**src/rtl/mem_loader_if.sv**
```systemverilog
`timescale 1ns/1ps
`default_nettype none
// ============================================================================
// Module   : mem_loader_if
// Brief    : Stream, memory-port and status bundle for the memory loader.
// Revision : 1.0 - initial release
// ============================================================================
interface mem_loader_if #(
    parameter int DATA_W = 8,
    parameter int ADDR_W = 8
);
    logic              start;
    logic [ADDR_W:0]   length;
    logic [DATA_W-1:0] in_data;
    logic              in_valid;
    logic              in_ready;
    logic [ADDR_W-1:0] mem_addr;
    logic [DATA_W-1:0] mem_wdata;
    logic              mem_we;
    logic [DATA_W-1:0] mem_rdata;
    logic              busy;
    logic              done;
    logic              error;
    logic [DATA_W-1:0] checksum;

    // Host / memory side
    modport master (
        output start, length, in_data, in_valid, mem_rdata,
        input  in_ready, mem_addr, mem_wdata, mem_we, busy, done, error, checksum
    );

    // Loader side
    modport slave (
        input  start, length, in_data, in_valid, mem_rdata,
        output in_ready, mem_addr, mem_wdata, mem_we, busy, done, error, checksum
    );
endinterface
`default_nettype wire

```
**src/rtl/mem_loader.sv**
```systemverilog
`timescale 1ns/1ps
`default_nettype none
// ============================================================================
// Module   : mem_loader
// Brief    : Streams a block of words into memory from address 0, then reads
//            it back and checks it against the running checksum.
// Revision : 1.0 - initial release
// ============================================================================
module mem_loader #(
    parameter int DATA_W = 8,
    parameter int ADDR_W = 8
) (
    input  logic         clk,
    input  logic         rst_n,
    mem_loader_if.slave  bus
);
    typedef enum logic [1:0] {
        S_IDLE   = 2'd0,
        S_LOAD   = 2'd1,
        S_VERIFY = 2'd2
    } state_t;

    localparam logic [ADDR_W:0] c_MAX_LEN = {1'b1, {ADDR_W{1'b0}}};

    state_t            state_q;
    logic [ADDR_W-1:0] addr_q;
    logic [ADDR_W:0]   count_q;
    logic [ADDR_W:0]   len_q;
    logic [DATA_W-1:0] sum_q;
    logic [DATA_W-1:0] vsum_q;
    logic              in_ready_q;
    logic              busy_q;
    logic              done_q;
    logic              error_q;

    logic              hs_d;
    logic              len_ok_d;
    logic [DATA_W-1:0] vsum_d;

    assign hs_d     = in_ready_q & bus.in_valid;
    assign len_ok_d = (bus.length != '0) && (bus.length <= c_MAX_LEN);
    // The final read-back word must be part of the comparison, so compare the
    // sum including the current read rather than the registered one.
    assign vsum_d   = vsum_q + bus.mem_rdata;

    always_ff @(posedge clk or negedge rst_n) begin
        if (!rst_n) begin
            state_q    <= S_IDLE;
            addr_q     <= '0;
            count_q    <= '0;
            len_q      <= '0;
            sum_q      <= '0;
            vsum_q     <= '0;
            in_ready_q <= 1'b0;
            busy_q     <= 1'b0;
            done_q     <= 1'b0;
            error_q    <= 1'b0;
        end else begin
            case (state_q)
                S_IDLE: begin
                    if (bus.start) begin
                        if (len_ok_d) begin
                            state_q    <= S_LOAD;
                            len_q      <= bus.length;
                            addr_q     <= '0;
                            count_q    <= '0;
                            sum_q      <= '0;
                            vsum_q     <= '0;
                            in_ready_q <= 1'b1;
                            busy_q     <= 1'b1;
                            done_q     <= 1'b0;
                            error_q    <= 1'b0;
                        end else begin
                            done_q  <= 1'b0;
                            error_q <= 1'b1;
                        end
                    end
                end

                S_LOAD: begin
                    if (hs_d) begin
                        sum_q   <= sum_q + bus.in_data;
                        addr_q  <= addr_q + ADDR_W'(1);
                        count_q <= count_q + (ADDR_W+1)'(1);
                        if (count_q == len_q - (ADDR_W+1)'(1)) begin
                            state_q    <= S_VERIFY;
                            addr_q     <= '0;
                            count_q    <= len_q;
                            in_ready_q <= 1'b0;
                        end
                    end
                end

                S_VERIFY: begin
                    vsum_q  <= vsum_d;
                    addr_q  <= addr_q + ADDR_W'(1);
                    count_q <= count_q - (ADDR_W+1)'(1);
                    if (count_q == (ADDR_W+1)'(1)) begin
                        state_q <= S_IDLE;
                        busy_q  <= 1'b0;
                        if (vsum_d == sum_q) begin
                            done_q <= 1'b1;
                        end else begin
                            error_q <= 1'b1;
                        end
                    end
                end

                default: begin
                    state_q    <= S_IDLE;
                    in_ready_q <= 1'b0;
                    busy_q     <= 1'b0;
                end
            endcase
        end
    end

    // Write strobe and data pass straight through so a word is written on the
    // same edge it is accepted; gating on in_ready_q drops it on async reset.
    assign bus.in_ready  = in_ready_q;
    assign bus.mem_we    = hs_d;
    assign bus.mem_wdata = in_ready_q ? bus.in_data : '0;
    assign bus.mem_addr  = addr_q;
    assign bus.busy      = busy_q;
    assign bus.done      = done_q;
    assign bus.error     = error_q;
    assign bus.checksum  = sum_q;
endmodule
`default_nettype wire

```
**src/flat_wrapper.sv**
```systemverilog
// flat-port wrapper written by rule: the top's interface ports become plain ports
module mem_loader_flat 
#(
    parameter int DATA_W = 8,
    parameter int ADDR_W = 8
)
  (clk, rst_n, bus_start, bus_length, bus_in_data, bus_in_valid, bus_mem_rdata, bus_in_ready, bus_mem_addr, bus_mem_wdata, bus_mem_we, bus_busy, bus_done, bus_error, bus_checksum);
  mem_loader_if #(.DATA_W(DATA_W), .ADDR_W(ADDR_W)) bus_i ();
  input  logic clk;
  input  logic rst_n;
  input wire logic [$bits(bus_i.start)-1:0] bus_start;
  input wire logic [$bits(bus_i.length)-1:0] bus_length;
  input wire logic [$bits(bus_i.in_data)-1:0] bus_in_data;
  input wire logic [$bits(bus_i.in_valid)-1:0] bus_in_valid;
  input wire logic [$bits(bus_i.mem_rdata)-1:0] bus_mem_rdata;
  output wire logic [$bits(bus_i.in_ready)-1:0] bus_in_ready;
  output wire logic [$bits(bus_i.mem_addr)-1:0] bus_mem_addr;
  output wire logic [$bits(bus_i.mem_wdata)-1:0] bus_mem_wdata;
  output wire logic [$bits(bus_i.mem_we)-1:0] bus_mem_we;
  output wire logic [$bits(bus_i.busy)-1:0] bus_busy;
  output wire logic [$bits(bus_i.done)-1:0] bus_done;
  output wire logic [$bits(bus_i.error)-1:0] bus_error;
  output wire logic [$bits(bus_i.checksum)-1:0] bus_checksum;
  assign bus_i.start = bus_start;
  assign bus_i.length = bus_length;
  assign bus_i.in_data = bus_in_data;
  assign bus_i.in_valid = bus_in_valid;
  assign bus_i.mem_rdata = bus_mem_rdata;
  assign bus_in_ready = bus_i.in_ready;
  assign bus_mem_addr = bus_i.mem_addr;
  assign bus_mem_wdata = bus_i.mem_wdata;
  assign bus_mem_we = bus_i.mem_we;
  assign bus_busy = bus_i.busy;
  assign bus_done = bus_i.done;
  assign bus_error = bus_i.error;
  assign bus_checksum = bus_i.checksum;
  mem_loader #(.DATA_W(DATA_W), .ADDR_W(ADDR_W)) u_core (.clk(clk), .rst_n(rst_n), .bus(bus_i));
endmodule
```
**config.mk**
```make
export PLATFORM = sky130hd
export DESIGN_NAME = mem_loader_flat
export DESIGN_NICKNAME = d
export VERILOG_FILES = /design/src/rtl/mem_loader_if.sv /design/src/rtl/mem_loader.sv /design/src/flat_wrapper.sv
export SDC_FILE = /design/constraint.sdc
export NUM_CORES = 1
export LEC_CHECK = 0
export CELL_PAD_IN_SITES_DETAIL_PLACEMENT = 0
export CELL_PAD_IN_SITES_GLOBAL_PLACEMENT = 1
export CORE_MARGIN = 4
export CORE_UTILIZATION = 45
export DETAILED_ROUTE_END_ITERATION = 6
export PLACE_DENSITY_LB_ADDON = 0.2
export SLEW_MARGIN = 15
export SYNTH_ARGS = -nofsm -noshare
export SYNTH_HDL_FRONTEND = slang
export SYNTH_SLANG_ARGS = --single-unit
```
**constraint.sdc**
```tcl
create_clock -name clk -period 4.5 [get_ports clk]
set_input_delay 0.675 -clock clk [delete_from_list [all_inputs] [get_ports clk]]
set_output_delay 0.675 -clock clk [all_outputs]
set_load 0.01 [all_outputs]
```
### Word level (Yosys, flattened, before mapping)

Index checks and enable logic that the tools add are counted.

* register bits after elaboration: 48
* word-level logic and storage cells: 83
* bits of input ports: 29
* output and inout port bits: 29

* add/sub/neg operators: 6
* mux-type cells: 36
* reductions and logical operators: 15
* order comparisons: 1
* eq/ne operators: 12
* bitwise logic cells: 3

Operator list (count)
* 8-bit 2-to-1 mux: 6
* 9-bit 2-to-1 mux: 4
* 8-bit one-hot mux with 2 select lines: 2
* 9-bit one-hot mux with 3 select lines: 1
* 8-bit one-hot mux with 3 select lines: 1
* 4-bit AND reduction: 5
* 9-bit by 1-bit subtractor with 9-bit output (second input constant): 2
* 8-bit adder: 2
* 1-bit 2-to-1 mux: 12
* 2-bit 2-to-1 mux: 5
* 5-bit AND reduction: 2
* 9-bit by 1-bit adder with 9-bit output (second input constant): 1
* 9-bit by 1-bit equality test with 1-bit output (second input constant): 1
* 9-bit equality test: 1
* 9-bit less-or-equal comparator (second input constant): 1
* 9-bit nonzero test: 1
* 8-bit by 1-bit adder with 8-bit output (second input constant): 1
* 8-bit equality test: 1
* 2-bit by 1-bit inequality test with 1-bit output (second input constant): 4
* 2-bit inequality test (second input constant): 3
* 1-bit one-hot mux with 3 select lines: 2
* 2-bit one-hot mux with 3 select lines: 1
* 3-bit AND reduction: 2
* 1-bit one-hot mux with 2 select lines: 2
* other kinds (8): 10

### Logic depth before layout (Yosys ltp)

* word-level depth: 5
* depth in mapped cells: 11
* mapped depth without buffers: 9

### Least setup slack after synthesis

No wires, ideal clock.

* path kind: input -> register
* start point: input port bus_length[5]
* end point: register u_core.addr_q[0] (netlist: u_core.bus.mem_addr[0])
* slack: 1942 ps
* arrival time: 2432 ps
* setup time: 126 ps
* buffers on the path: 0
* stages: 7
* cells stage by stage: or4_4 or3_4 a31oi_4 a211oi_2 and3_1 a21oi_2 o21ai_1

* word-level cells in the longest chain between the ends: 4
* elaborated cells between the ends (all ways): 5
* classes of those cells: order compare: 1; eq/ne: 1; reduce/logical: 3

RTL lines
* start, declared: line flat_wrapper.sv:12 `input wire logic [$bits(bus_i.length)-1:0] bus_length;`
* 9-bit less-or-equal comparator / 9-bit nonzero test (equally long branches): line mem_loader.sv:41 `assign len_ok_d = (bus.length != '0) && (bus.length <= c_MAX_LEN);`
* 1-bit logical AND (*): line mem_loader.sv:41
* 2-bit by 1-bit inequality test with 1-bit output (no line) (*)
* 4-bit AND reduction (no line) (*)
* end signal, assigned: line mem_loader.sv:83 `addr_q <= addr_q + ADDR_W'(1);`
* end signal, assigned: line mem_loader.sv:96 `addr_q <= addr_q + ADDR_W'(1);`
* end, declared: line mem_loader.sv:26 `logic [ADDR_W-1:0] addr_q;`

Every way passes the cells marked *; elsewhere a longest branch is shown, timed or not.
A chain may end at the register's enable or synchronous reset.

### Worst setup path after layout

* start point: input port bus_length[5]
* end point: register u_core.count_q[5]

* word-level cells in the longest chain between the ends: 4
* elaborated cells between the ends (all ways): 5
* classes of those cells: order compare: 1; eq/ne: 1; reduce/logical: 3

RTL lines
* 9-bit less-or-equal comparator / 9-bit nonzero test (equally long branches): line mem_loader.sv:41
* 1-bit logical AND (*): line mem_loader.sv:41
* 2-bit by 1-bit inequality test with 1-bit output (no line) (*)
* 4-bit AND reduction (no line) (*)
* end signal, assigned: line mem_loader.sv:84 `count_q <= count_q + (ADDR_W+1)'(1);`
* end signal, assigned: line mem_loader.sv:88 `count_q <= len_q;`
* end signal, assigned: line mem_loader.sv:97 `count_q <= count_q - (ADDR_W+1)'(1);`
* end, declared: line mem_loader.sv:27 `logic [ADDR_W:0] count_q;`

Marked as above.

==> flow_summary.yaml <==
place:
  hpwl_um: 6740
  io_buffers: 57
  dpl.cell_count: 555
  gp_congestion: 0.817
setup_path:
  path_class: "in -> reg"
  worstPathArrival_ns: 3.52
  worstRegToRegCells: 9
  crit_fanout: 14
  cp-end-kind: "register"
  setup.worst_path.start: "bus_length[5]"
  cp-start-kind: "input port"
  worstReg2RegStart: "u_core.len_q[0]"
  reg2reg_setup_slack_ns: 1.55
  crit_required_ns: 4.71
  rr_endpoint: "u_core.count_q[4]"
global_route:
  grt_max_degree: 49
  antenna_found_initial: 0
  grt_pass1_vias: 2924
  track_usage_pct: 17.9
  overflow: 0
  grt_first_pass_wirelength_um: 14600
die:
  die_x_um: 98.9
  start_util_pct: 47.1
  core_um2: 7890
  die-area_um2: 9780
  ioPinCount: 58
  die_h_um: 98.9
  num_rows: 32
clocking:
  cts_resized: 0
  cts_setup_buffers: 0
  numCtsBuffers: 5
  clk_pin_slew_worst_paths_ns: 0.09
  cts_buffer_depth: 2
  cts_tree: "yes"
  clock-sinks: 48
  cts_root_buffer: "clkbuf_8"
  htree_levels: 2
  cts_hold_buf: 0
  worstSkewPairLatency_ns: 0.30
final_layout:
  drive_gt1_share_pct: 6.51
  nets: 514
  area_delta_synth_final_pct: 19.4
  final_common_cell: "clkdlybuf4s50_1"
  final_cells: 563
  layout_common_cells: "clkdlybuf4s50_1 (56), dfrtp_1 (48), nand2_1 (37)"
  n_antenna_cell: 0
synthesis:
  ys_seq_area_share_pct: 32.3
  yosysTopAreaCell: "dfrtp_1"
  synthDistinctLibCells: 61
  synthTopCellsByArea: "dfrtp_1 (32%), ha_1 (7.7%), xnor2_1 (4.9%)"
  mappedNetlistNets: 470
  yosysWarnings: 0
  synth_top_area_share_pct: 32.3
  synth_ff_type: "dfrtp_1"
  ys_ff_latch: 48
  syn_avg_cell_area_um2: 8.93
  async_flop_share_pct: 100
  synth_edf_count: 0
  netlist_instances: 416
  netlist_area_um2: 3720
timing:
  hold_viol: 0
  period_share_pct: 73.5
  period_minus_slack_ns: 3.31
  finalSetupTns_ns: 0
  finClkSkew_ns: 0.0108
  maxSlewViolCount: 0
  finalSetupViolations: 0
  max_freq_mhz: 303
  rsz0062_at_grt: "false"
  worst_slew_margin_rel_pct: 43.4
  worstMarginPinSlew_ns: 0.848
power:
  power.leakage_nw: 1.96
  power_density_nw_per_um2: 490
  vdd_drop_max_uv: 236
detailed_routing:
  drc: 0
  via_count: 3166
  drt_wl_total_um: 8790
  drtAntennaViolNets: 0
  drt-initial-drc-count: 141
  routed_via_density: 5.62
  post_drt_wl_per_cell_um: 15.6
  drtPass1Iterations: 4
flow_run:
  maxCapViolCount: 0
hold_path:
  hold_class: "in -> async"
outcome:
  outcome: "finished clean"
==> cells by family after synthesis <==
group,count (synthesis),synth area share (%)
compound gates,113,21.2
buf+inv,35,3.87
xor+xnor,41,9.66
fa+ha+maj,25,8.82
simple gates,137,18.9
mux,17,5.15
flops,48,32.3
==> cell type report <==
type | count | area, um^2
inverter | 14 | 52.6
tap | 102 | 128
clock buffer | 6 | 72.6
multi-input combinational | 333 | 2370
fill | 739 | 3450
sequential | 48 | 1200
timing repair buffer | 58 | 576
clock inverter | 2 | 35.0
==> worst max path at each step <==
stage	end	slack, ns
floorplan	u_core.bus.mem_addr[0]	1.94
global placement	u_core.count_q[5]	1.01
detailed placement	u_core.count_q[5]	0.94
CTS	u_core.count_q[5]	1.24
global route	u_core.count_q[5]	1.12
finish	u_core.count_q[5]	1.19
==> where the power goes <==
part	switching, mW	internal (mW)
Combinational	0.590	0.547
Sequential	0.188	0.537
Clock	0.145	0.165
==> critical path, cell delays in order <==
cell and delay, ns:
clkdlybuf4s50_1 0.44, or4_4 0.57, o21ai_4 0.19, a31oi_4 0.17
a211oi_2 0.75, nand3_1 0.41, o31ai_1 0.32
==> layer usage <==
layer | vias to the layer above | wire, um | GRT usage, %
met4 | 0 | 34 | 2.52
li1 | 1602 | - | -
met5 | - | 0 | 0
met1 | 1498 | 4500 | 28.1
met2 | 64 | 3890 | 26.6
met3 | 2 | 364 | 2.55
==> flip-flops by register name (all words and copies together) (netlist names) <==
name / flops
u_core.bus.mem_addr: 8
u_core.bus.error: 1
u_core.bus.checksum: 8
u_core.count_q: 9
u_core.vsum_q: 8
u_core.bus.done: 1
u_core.bus.in_ready: 1
u_core.len_q: 9
u_core.bus.busy: 1
u_core.state_q: 2
==> stage by stage <==
step           total power, mW  util [%]  cell area (um^2)  hold slack, ns  worst slack (ns)
6_report                  2.17      56.2              4440           0.381              1.19
5_1_grt                   2.35      56.2              4440           0.425              1.12
3_3_place_gp              1.86      54.8              4330           0.470              1.01
3_5_place_dp              1.87      54.8              4330           0.479             0.942
4_1_cts                   2.19      56.2              4430           0.500              1.24
2_1_floorplan             1.50         -              3720           0.379              1.94
==> synth_stat cells (10+ instances only) <==
cell type  instances
a21oi_1           19
xor2_1            20
ha_1              23
nand3_1           19
inv_1             13
xnor2_1           21
nand2_1           37
nor3_1            11
dfrtp_1           48
and2_1            10
clkbuf_1          13
a21o_1            13
nor2_1            25
o21ai_0           31
Note: power is estimated with default switching activity, not from simulation.
==> RTL edit 1, RTL diff (same settings) <==
Encoding of `state_t`: now one-hot (3 bits for 3 states).
--- a/src/rtl/mem_loader.sv
+++ b/src/rtl/mem_loader.sv
@@ -15,8 +15,8 @@
     mem_loader_if.slave  bus
 );
-    typedef enum logic [1:0] {
-        S_IDLE   = 2'd0,
-        S_LOAD   = 2'd1,
-        S_VERIFY = 2'd2
+    typedef enum logic [2:0] {
+        S_IDLE   = 3'b001,
+        S_LOAD   = 3'b010,
+        S_VERIFY = 3'b100
     } state_t;
 
Function: same outputs for any inputs over 4 cycles, from zero or initial values and one cycle with rst_n low; so few cycles prove little.
==> RTL edit 1 against the original RTL <==
  * Sequential cell count up 1
  * Critical endpoint is now u_core.bus.error$_DFFE_PN0P_
  * Setup slack gained 0.18 ns
  * Final cell count down 3.4%
  * Routed wire length down 3.6%
  * First-iteration DRC count increased by 22%
  * Critical path depth rose by 3
  * Highest routed layer unchanged
  * Area after synthesis decreased by 5.7%
  * Final area down 4.3%
Power is not compared: it rests on default switching activity, and its combinational part moved more than twofold at a synthesized area within 25%.
==> RTL edit 1: results <==
group,metric,value,unit
critical_path,reg2reg_to,"u_core.bus.mem_addr[1]$_DFFE_PN0P_",
global_route,grt_pass1_wl,14200,um
synthesis,synthesis.nets,444,
place,hpwl,6290,um
drt,drtIter0Drc,172,
run_status,status,"finished, final reports clean",
place,place_ws,1.05,ns
layout,fill_cells,685,
cts,post_cts_buffers,0,
drt,dr.pass1.iters,4,
layout,drive_gt1_share,7.19,%
sta,fin_skew,0.0119,ns
critical_path,max_stage_delay,0.41,ns
global_route,gr-usage-all-layers,19.5,%
drt,routed_wl,8470,um
global_route,grt_max_degree,50,
critical_path,r2r_slack,1.68,ns
synthesis,ys_seq_area_share,35.0,%
place,io_buffers,57,
critical_path,critPathLaunch,"bus_mem_rdata[0]",
synthesis,synth.distinct_cells,63,
sta,worst_slew_pin_slew,0.621,ns
critical_path,rr_startpoint,"u_core.len_q[2]$_DFFE_PN0P_",
synthesis,synth.area.top_cells,"dfrtp_1 (34%), ha_1 (6.8%), xnor2_1 (5.7%)",
synthesis,yosys-top-cells-count,"dfrtp_1 (48), nand2_1 (41), nor2_1 (25)",
place,gp_congestion,0.880,
## RTL edit 1: worst reg2reg max path, stage by stage (launching register included)
cell and delay [ns]:
dfrtp_1 0.51, or4_4 0.62, or3_1 0.40, a2111oi_2 0.41, o2111ai_1 0.17, buf_4 0.24, a21oi_4 0.27, nor3_1 0.09
## RTL edit 1: worst max-delay path by stage
stage | slack (ns) | endpoint | depth (start not counted)
4_1_cts | 1.38 | u_core.bus.error$_DFFE_PN0P_ | 10
3_5_place_dp | 1.05 | u_core.bus.error$_DFFE_PN0P_ | 10
5_1_grt | 1.05 | u_core.bus.done$_DFFE_PN0P_ | 10
2_1_floorplan | 1.76 | u_core.bus.error$_DFFE_PN0P_ | 9
6_report | 1.38 | u_core.bus.error$_DFFE_PN0P_ | 10
3_3_place_gp | 1.17 | u_core.bus.error$_DFFE_PN0P_ | 10
## RTL edit 1: layout make-up
type                       instances  area [um2]  area share (%)
clock inverter                     2        10.0           0.236
tap                               99         124            2.92
inverter                           8        30.0           0.707
sequential                        49        1230            28.9
clock buffer                       6        72.6            1.71
timing repair buffer              63         611            14.4
multi-input combinational        317        2170            51.1
## RTL edit 1: metrics by stage
stage / instance area (um2) / hold WS, ns / cells / power (mW)
floorplan: 3500 / 0.379 / 394 / 0.865
global placement: 4160 / 0.496 / 536 / 0.975
finish: 4250 / 0.469 / 544 / 1.23
detailed placement: 4160 / 0.513 / 536 / 0.985
CTS: 4250 / 0.485 / 544 / 1.24
global route: 4250 / 0.526 / 544 / 1.32
## RTL edit 1: logic make-up after synthesis
family                     Yosys count  synth area share, %
AOI/OAI and AO/OA                  106                 20.0
DFF                                 49                 35.0
and+or+nand+nor                    139                 20.5
muxes                               10                 3.14
xor gates and xnor gates            41                 10.2
adders and majority gates           21                 7.93
buffers and inverters               28                 3.14
## RTL edit 1: layer usage
| metal | wire length [um] | track usage (%) |
|---|---|---|
| met5 | 0 | 0 |
| met4 | 60 | 3.91 |
| met3 | 470 | 2.74 |
| met2 | 3750 | 30.6 |
| met1 | 4200 | 28.7 |
## RTL edit 1: power by group
part / total (mW) / switching, mW / internal, mW
clock network: 0.251 / 0.143 / 0.108
logic: 0.470 / 0.248 / 0.221
registers: 0.506 / 0.0257 / 0.480
==> RTL edit 2, RTL diff (config.mk and constraints unchanged) <==
Made on the original files. `ADDR_W` is set to 8 in 3 places; all go to 7.
--- a/src/rtl/mem_loader_if.sv
+++ b/src/rtl/mem_loader_if.sv
@@ -8,5 +8,5 @@
 interface mem_loader_if #(
     parameter int DATA_W = 8,
-    parameter int ADDR_W = 8
+    parameter int ADDR_W = 7
 );
     logic              start;
--- a/src/rtl/mem_loader.sv
+++ b/src/rtl/mem_loader.sv
@@ -9,5 +9,5 @@
 module mem_loader #(
     parameter int DATA_W = 8,
-    parameter int ADDR_W = 8
+    parameter int ADDR_W = 7
 ) (
     input  logic         clk,
--- a/src/flat_wrapper.sv
+++ b/src/flat_wrapper.sv
@@ -3,5 +3,5 @@
 #(
     parameter int DATA_W = 8,
-    parameter int ADDR_W = 8
+    parameter int ADDR_W = 7
 )
   (clk, rst_n, bus_start, bus_length, bus_in_data, bus_in_valid, bus_mem_rdata, bus_in_ready, bus_mem_addr, bus_mem_wdata, bus_mem_we, bus_busy, bus_done, bus_error, bus_checksum);
Interface: changed (resized bus_length and bus_mem_addr); port bits go from 58 to 56. No check against the original RTL was run, so the function may have changed too.
==> RTL edit 2 against the original RTL <==
  * Power rose by 2.1%
  * Sequential cell count fell by 3
  * First-iteration DRC count fell by 12%
  * Area after synthesis fell by 6.5%
  * Fmax rose by 5.4%
  * Final area fell by 5.8%
  * Setup slack improved by 0.17 ns
  * Clock power fell by 20%
  * Routed wire length fell by 3.8%
  * Critical endpoint is now u_core.bus.mem_addr[2]$_DFFE_PN0P_
  * Largest power group unchanged
==> RTL edit 2: results <==
group,metric,value,unit
layout,drive_gt1_share,6.34,%
drt,num_vias,3013,
synthesis,muxShareOfSynthArea,4.25,%
drt,dr.pass1.iters,5,
synthesis,synthAdderAreaFrac,9.44,%
drt,avgRoutedWirePerCell,16.1,um
place,placed_cell_area,4090,um2
critical_path,worstPathMaxFanout,13,
place,hpwl,6430,um
synthesis,ys_seq_area_share,32.4,%
synthesis,synth.distinct_cells,57,
layout,antenna_cells,0,
cts,cts_resized,0,
global_route,grt_max_degree,46,
synthesis,synth.area.top_cells,"dfrtp_1 (32%), ha_1 (8.3%), xnor2_1 (7.6%)",
pwr,ir_worst_vdd,0.252,mV
critical_path,crit_path_top_delay_cell,"or4_1",
cts,path_clk_slew,0.09,ns
sta,worst_slew_pin_slew,0.833,ns
synthesis,yosys-top-cells-count,"dfrtp_1 (45), o21ai_0 (30), xnor2_1 (30)",
global_route,gr-usage-all-layers,19.5,%
sta,fin_skew,0.00934,ns
layout,layout.nets,478,
drt,drtIter0Drc,124,
synthesis,synth_compound_area_share,22.8,%
run_status,status,"finished, final reports clean",
place,gp_congestion,0.834,
pwr,power_leakage,1.81,nW
synthesis,synth_xor_area_share,9.98,%
-- RTL edit 2: final timing paths --
kind / cells after the start / slack, ns / endpoint / start
worst max register to register: 6 / 1.39 / u_core.bus.in_ready$_DFFE_PN0P_ / u_core.len_q[2]$_DFFE_PN0P_
worst max-delay path: 7 / 1.36 / u_core.bus.mem_addr[2]$_DFFE_PN0P_ / bus_length[2]
max in group asynchronous: 2 / 3.65 / u_core.state_q[0]$_DFFE_PN0P_ / rst_n
min in group clk: 1 / 0.52 / u_core.vsum_q[0]$_DFFE_PN0P_ / u_core.vsum_q[0]$_DFFE_PN0P_
worst min register to register: 1 / 0.52 / u_core.vsum_q[0]$_DFFE_PN0P_ / u_core.vsum_q[0]$_DFFE_PN0P_
worst min-delay path: 2 / 0.44 / u_core.vsum_q[3]$_DFFE_PN0P_ / rst_n
-- RTL edit 2: per-layer routing --
layer	vias up	wire length [um]	global-route usage, %
met2	75	3790	30.2
met5	-	0	0
li1	1478	-	-
met1	1452	4270	29.0
met4	0	65	3.79
met3	8	331	2.66
-- RTL edit 2: cell type report --
| class | instances | area (um2) |
|---|---|---|
| flip-flops and latches | 45 | 1130 |
| fillers | 676 | 3190 |
| multi-input cells | 297 | 2210 |
| repair buffers | 57 | 561 |
| clock inverters | 3 | 17.5 |
| well taps | 99 | 124 |
| clock buffers | 5 | 68.8 |
| inverters | 19 | 71.3 |
-- RTL edit 2: power breakdown --
group | switching (mW) | total, mW | internal, mW
clock | 0.141 | 0.248 | 0.107
combinational | 0.638 | 1.25 | 0.615
sequential | 0.197 | 0.717 | 0.519
-- RTL edit 2: critical path: cells and delay by family --
kind | cells | cell delay, ns
AO/OA/AOI/OAI | 3 | 0.55
buffers and inverters | 1 | 0.41
AND/OR/NAND/NOR | 3 | 1.72
-- RTL edit 2: cell families (layout without fill, tap and decap cells) --
logic type,count (synthesis),in the layout
mux,14,14
compound gates,111,111
buf+inv,34,84
fa+ha+maj,25,25
simple gates,109,109
xor+xnor,38,38
flops,45,45
-- RTL edit 2: per-stage QoR --
| step | hold slack (ns) | power, mW | std cells | setup slack (ns) | util (%) |
|---|---|---|---|---|---|
| final | 0.443 | 2.22 | 525 | 1.36 | 56.7 |
| after global routing | 0.511 | 2.40 | 525 | 1.17 | 56.7 |
| after CTS | 0.474 | 2.23 | 525 | 1.35 | 56.7 |
| after detailed placement | 0.503 | 1.97 | 517 | 1.03 | 55.6 |
| after global placement | 0.490 | 1.95 | 517 | 1.08 | 55.6 |
| after floorplan | 0.379 | 1.55 | 376 | 1.77 | - |
